--- config.mk ---
export PLATFORM = sky130hd
export DESIGN_NAME = ddr_read_arbiter
export DESIGN_NICKNAME = d
export VERILOG_FILES = /design/src/rtl/ddr_pkg.sv /design/src/rtl/tag_fifo.sv /design/src/rtl/ddr_read_arbiter.sv
export SDC_FILE = /design/constraint.sdc
export NUM_CORES = 1
export LEC_CHECK = 0
export BUFFER_PORTS_ARGS = -buffer_cell sky130_fd_sc_hd__buf_2
export CORE_AREA = 2 2 73 75
export CTS_BUF_LIST = sky130_fd_sc_hd__clkbuf_2 sky130_fd_sc_hd__clkbuf_4 sky130_fd_sc_hd__clkbuf_8
export CTS_CLUSTER_SIZE = 12
export DETAILED_ROUTE_END_ITERATION = 8
export DIE_AREA = 0 0 75 77
export MAX_ROUTING_LAYER = met4
export PLACE_DENSITY = 0.93
export SYNTH_ARGS = -nofsm -noshare
export SYNTH_HDL_FRONTEND = slang
export SYNTH_SLANG_ARGS = --single-unit
--- constraint.sdc ---
create_clock -name clock -period 4 [get_ports clock]
set_input_delay 0.8 -clock clock [delete_from_list [all_inputs] [get_ports clock]]
set_output_delay 0.8 -clock clock [all_outputs]
set_load 0.05 [all_outputs]
--- src/rtl/ddr_pkg.sv ---
// rtl/ddr_pkg.sv - shared DDR read-path widths, client id type and defaults
package ddr_pkg;

    localparam int DDR_ADDR_W              = 24;
    localparam int DDR_DATA_W              = 32;
    localparam int DEFAULT_MAX_OUTSTANDING = 8;

    // One bit is enough to name either of the two read clients.
    typedef logic client_id_t;

    localparam client_id_t CLIENT0 = 1'b0;
    localparam client_id_t CLIENT1 = 1'b1;

endpackage

--- src/rtl/tag_fifo.sv ---
// rtl/tag_fifo.sv - synchronous show-ahead FIFO holding the client tag of each read in flight
//
// Ports:
//   clock, reset       rising-edge clock, asynchronous active-high reset (flushes contents)
//   push, din          write one entry; ignored when full
//   pop                discard head entry; ignored when empty
//   dout               head entry, valid whenever empty is low
//   full, empty        occupancy flags
//   count              number of entries held (0..DEPTH)
module tag_fifo #(
    parameter int DEPTH = 8,
    parameter int WIDTH = 1
) (
    input  logic                       clock,
    input  logic                       reset,
    input  logic                       push,
    input  logic [WIDTH-1:0]           din,
    input  logic                       pop,
    output logic [WIDTH-1:0]           dout,
    output logic                       full,
    output logic                       empty,
    output logic [$clog2(DEPTH):0]     count
);

    localparam int AW = $clog2(DEPTH);

    logic [WIDTH-1:0] mem [DEPTH];
    logic [AW-1:0]    wr_ptr;
    logic [AW-1:0]    rd_ptr;
    logic [AW:0]      cnt;
    logic             do_push;
    logic             do_pop;

    assign do_push = push && !full;
    assign do_pop  = pop && !empty;

    assign full  = (cnt == (AW+1)'(DEPTH));
    assign empty = (cnt == '0);
    assign count = cnt;
    assign dout  = mem[rd_ptr];

    // Storage carries no reset; only the pointers and count define validity.
    always_ff @(posedge clock) begin
        if (do_push) begin
            mem[wr_ptr] <= din;
        end
    end

    // DEPTH is a power of two, so the pointers wrap by plain overflow.
    always_ff @(posedge clock or posedge reset) begin
        if (reset) begin
            wr_ptr <= '0;
            rd_ptr <= '0;
            cnt    <= '0;
        end else begin
            if (do_push) begin
                wr_ptr <= wr_ptr + 1'b1;
            end
            if (do_pop) begin
                rd_ptr <= rd_ptr + 1'b1;
            end
            case ({do_push, do_pop})
                2'b10:   cnt <= cnt + 1'b1;
                2'b01:   cnt <= cnt - 1'b1;
                default: cnt <= cnt;
            endcase
        end
    end

endmodule

--- src/rtl/ddr_read_arbiter.sv ---
// rtl/ddr_read_arbiter.sv - two-client round-robin arbiter for the shared DDR read port
//
// Ports:
//   clock, reset                 rising-edge clock, asynchronous active-high reset
//   cX_address, cX_read          client X request (held until accepted)
//   cX_waitrequest               client X stall
//   cX_readdatavalid, cX_readdata   returned word for client X (data shared by both)
//   ddr_read_address, ddr_read_read, ddr_read_waitrequest   DDR issue side
//   ddr_read_readdatavalid, ddr_read_readdata               DDR return side
//   outstanding                  reads accepted by DDR and not yet returned
//   orphan_error                 sticky: a return arrived with nothing outstanding
module ddr_read_arbiter
    import ddr_pkg::*;
#(
    parameter int MAX_OUTSTANDING = DEFAULT_MAX_OUTSTANDING,
    parameter int ADDR_W          = DDR_ADDR_W,
    parameter int DATA_W          = DDR_DATA_W
) (
    input  logic                               clock,
    input  logic                               reset,
    input  logic [ADDR_W-1:0]                  c0_address,
    input  logic                               c0_read,
    output logic                               c0_waitrequest,
    output logic                               c0_readdatavalid,
    output logic [DATA_W-1:0]                  c0_readdata,
    input  logic [ADDR_W-1:0]                  c1_address,
    input  logic                               c1_read,
    output logic                               c1_waitrequest,
    output logic                               c1_readdatavalid,
    output logic [DATA_W-1:0]                  c1_readdata,
    output logic [ADDR_W-1:0]                  ddr_read_address,
    output logic                               ddr_read_read,
    input  logic                               ddr_read_waitrequest,
    input  logic                               ddr_read_readdatavalid,
    input  logic [DATA_W-1:0]                  ddr_read_readdata,
    output logic [$clog2(MAX_OUTSTANDING):0]   outstanding,
    output logic                               orphan_error
);

    client_id_t last;
    client_id_t owner;
    client_id_t sel;
    client_id_t head;
    logic       locked;
    logic       full;
    logic       empty;
    logic       sel_read;
    logic       accept;
    logic       pop;
    logic       orphan;

    // A stalled grant is locked so the DDR side sees a stable request; otherwise
    // a lone requester wins, and a tie goes to whoever was not served last.
    always_comb begin
        sel = ~last;
        if (locked) begin
            sel = owner;
        end else if (c0_read && !c1_read) begin
            sel = CLIENT0;
        end else if (c1_read && !c0_read) begin
            sel = CLIENT1;
        end
    end

    assign sel_read         = (sel == CLIENT1) ? c1_read : c0_read;
    assign ddr_read_read    = sel_read && !full;
    assign ddr_read_address = (sel == CLIENT1) ? c1_address : c0_address;

    assign c0_waitrequest = !((sel == CLIENT0) && c0_read) || ddr_read_waitrequest || full;
    assign c1_waitrequest = !((sel == CLIENT1) && c1_read) || ddr_read_waitrequest || full;

    assign accept = ddr_read_read && !ddr_read_waitrequest;
    assign pop    = ddr_read_readdatavalid && !empty;
    assign orphan = ddr_read_readdatavalid && empty;

    // Returns come back in issue order, so the FIFO head names the owner.
    assign c0_readdatavalid = pop && (head == CLIENT0);
    assign c1_readdatavalid = pop && (head == CLIENT1);
    assign c0_readdata      = ddr_read_readdata;
    assign c1_readdata      = ddr_read_readdata;

    always_ff @(posedge clock or posedge reset) begin
        if (reset) begin
            last         <= CLIENT1;
            owner        <= CLIENT0;
            locked       <= 1'b0;
            orphan_error <= 1'b0;
        end else begin
            if (accept) begin
                last   <= sel;
                locked <= 1'b0;
            end else if (ddr_read_read && ddr_read_waitrequest) begin
                locked <= 1'b1;
                owner  <= sel;
            end
            if (orphan) begin
                orphan_error <= 1'b1;
            end
        end
    end

    // The FIFO count is the in-flight total; full is sampled from the
    // registered count, so a same-cycle return only frees a slot next cycle.
    tag_fifo #(
        .DEPTH (MAX_OUTSTANDING),
        .WIDTH (1)
    ) u_tag_fifo (
        .clock (clock),
        .reset (reset),
        .push  (accept),
        .din   (sel),
        .pop   (pop),
        .dout  (head),
        .full  (full),
        .empty (empty),
        .count (outstanding)
    );

endmodule

==> impl_results.md <==
- Outcome: finished clean
- Async SR Flop Fraction: 0.636
- H-tree depth: 1
- Root Buffer: clkbuf_8
- P&R area growth vs syn: 4.78%
- Port Buffer Count: 87
- Initial Util: 0.395
- Syn avg cell area: 10.7 µm²
- Average routed wire per standard cell: 12.7 µm
- Remaining DRCs: 0
- Grt ovf: 0
- Final setup viols: 0
- Largest family of logic cells by synthesized area: buffers and inverters
- Post-synthesis xor/xnor area fraction: 0.0401
- Yosys top cell area share: 0.248
- Largest net degree at the start of global routing: 28
- Yosys reg bits: 22
- Clock skew: 0.00356 ns
- Post-detail-place hpwl: 2.91 mm
- R2r worst-path depth: 10
- Final GP Congestion: 0.770
- Initial antenna violation count: 0
- Post-CTS Setup Inserts: 0
- Post-synth EDFFs: 8
- Via-to-Cell Ratio: 4.60
- Antenna-violating nets left: 0
- Cts repair resizes: 0
- Worst-path maximum fanout: 27
- FF-to-FF setup slack: 1.41 ns
- DR pass1 iterations: 4
- Hold Violations, Final: 0
- Family with the most delay on the worst path: buffers and inverters
- Clk_lat worst skew: 0.26 ns
- Vias in the first global route: 1269
- Highest Clock Rate: 332 MHz
- Startpoint Class: input port
- Gate Count Post-Synth: 184
- Mapped cell area: 1960 µm²
- Hold_sp: orphan_error
- Syn. warnings: 0
- Reg2Reg Launch Point: u_tag_fifo.count[1]
- Final Cycle Share: 0.754
- Post-synthesis mux area share: 0.189
- CTS clk-pin slew, worst paths: 0.08 ns
- Slowest stage delay, CP: 0.33 ns
- Required @ worst endpoint: 3.20 ns
- Cell variety after synth: 38
- DR vias: 1284
- Slew Limit Headroom: 0.641
- FP Rows: 26
- Ports: 184
- CTS max path bufs: 2
- CTS Hold Buffers Added: 0
- # fillers: 462
- Critical Path, Cell by Cell: buf_2 > inv_1 > a21oi_1 > o31ai_4 > buf_4 > inv_1 > nand3_1 > buf_2
- Pwr/cell area: 887 nW/µm²
- Number of CTS-inserted buffers: 3
- Worst reg2reg endpoint: u_tag_fifo.count[2]
- Core area: 4980 µm²
- Crit path time final: 3.01 ns
- Count leader, synth: buf_4
- Top_reg_cell synth: dfrtp_1
- WHS Endpoint: orphan_error
- Finished Layout Cells: 279
- Nets: 301
- DIE AREA: 5780 µm²
- Mapped Nets: 275
- Post-synth top cells: buf_4, mux2_2, dfrtp_1
- RSZ-0062 raised after global routing: false
- WL final: 3.53 mm
- Die width: 75 µm
- Crit path DAT: 2.21 ns
- Crit path kind: input port to output pin
- CP max-delay cell: buf_4
- Post-synthesis simple-gate area fraction: 0.127
- Adder-cell share of the synthesized area: 0.0318
- Post-synthesis compound-gate area fraction: 0.0395
- P_leak: 0.965 nW
- First-pass GRT wire length: 5.66 mm
- Worst setup EP type: output pin
- CTS tree: built
- Tightest Pin Transition: 0.537 ns
- Height of the die: 77 µm
- Placed Area: 1990 µm²
- Largest area contributor in the synthesized netlist: buf_4
- Diode count: 0
- Final Max Tran Viols: 0
- Dominant cells by area after synthesis: buf_4, dfrtp_1, mux2_2
- Final core occ: 0.414
- CTS sink count: 22
- All-Layer GR Usage: 0.128
- Post-Layout Inst Area: 2060 µm²
- Setup TNS: 0 ns
- HP Class: flip-flop to flip-flop
- VDD IR-drop max: 0.000546 V
- Cells after DPL: 275
- Layout cell share with drive strength beyond 1: 0.646
- Initial drt markers: 59
- Register area share after synthesis: 0.301
- Hold depth: 1
- Crit path buf inv count: 5
- Max Cap Violations: 0
==> worst reg2reg max path: stages (launching register included) <==
cell,delay (ns)
dfrtp_1,0.49
nor4_1,0.42
nand2b_1,0.25
inv_1,0.13
ha_1,0.30
xor2_1,0.17
ha_1,0.19
a21oi_1,0.14
xor2_1,0.16
nor2_1,0.06
xor2_1,0.14
==> cell families (layout without fill, tap and decap cells) <==
kind of cell	count (synthesis)	count (layout)
buffers and inverters	73	98
AOI/OAI and AO/OA	10	10
DFF	22	22
xor gates and xnor gates	9	9
adders and majority gates	5	5
and+or+nand+nor	34	34
muxes	31	31
==> layer usage <==
metal	part of all wire	vias up	track usage
met4	0.037	0	0.0786
met3	0.096	19	0.0407
li1	-	623	-
met2	0.47	76	0.195
met5	0	-	-
met1	0.40	566	0.144
==> through the flow <==
stage               total power, mW  setup WS (ns)  hold WS, ns
finish                         1.82          0.986        0.461
CTS                            1.84          0.971        0.463
global placement               1.59           1.01        0.441
detailed placement             1.63          0.974        0.447
global route                   1.93          0.840        0.469
floorplan                      1.58           1.01        0.466
==> worst max-delay path by stage <==
stage	from	slack (ns)	cells past startpoint	to
finish	c1_read	0.99	8	c1_waitrequest
CTS	c1_read	0.97	8	c1_waitrequest
global route	c1_read	0.84	8	c1_waitrequest
global placement	c1_read	1.01	8	c1_waitrequest
detailed placement	c1_read	0.97	8	c1_waitrequest
floorplan	c1_read	1.01	3	ddr_read_read
==> sequential cells by signal, summed over array words and instances, names as in the netlist <==
| signal | count |
|---|---|
| u_tag_fifo.mem | 8 |
| u_tag_fifo.count | 4 |
| u_tag_fifo.rd_ptr | 3 |
| u_tag_fifo.wr_ptr | 3 |
| last | 1 |
| locked | 1 |
| orphan_error | 1 |
| owner | 1 |
==> area by class of cell <==
class	count	area (µm²)	area share
Inverter	5	18.8	0.00912
Timing Repair Buffer	89	450	0.219
Tap cell	70	87.6	0.0426
Multi-Input combinational cell	89	838	0.407
Clock buffer	3	41.3	0.0201
Sequential cell	22	592	0.288
Clock inverter	1	30.0	0.0146
==> power breakdown <==
| part | switching, mW | internal [mW] |
|---|---|---|
| combinational | 0.759 | 0.409 |
| clock | 0.0707 | 0.134 |
| sequential | 0.117 | 0.335 |
==> cells in the final DEF, fill, tap and decap left out, drive strengths merged, types with 2 or more instances in the layout <==
cell type	instances
buf	89
mux2	28
dfrtp	13
edfxtp	8
nor2	6
nand2	6
xor2	5
inv	5
ha	5
xnor2	4
a21oi	4
nand2b	3
and4bb	3
clkbuf	3
and4b	3
and3	2
nand3	2
mux4	2
nor4b	2
nor4	2
(Power assumes the default switching activity.)
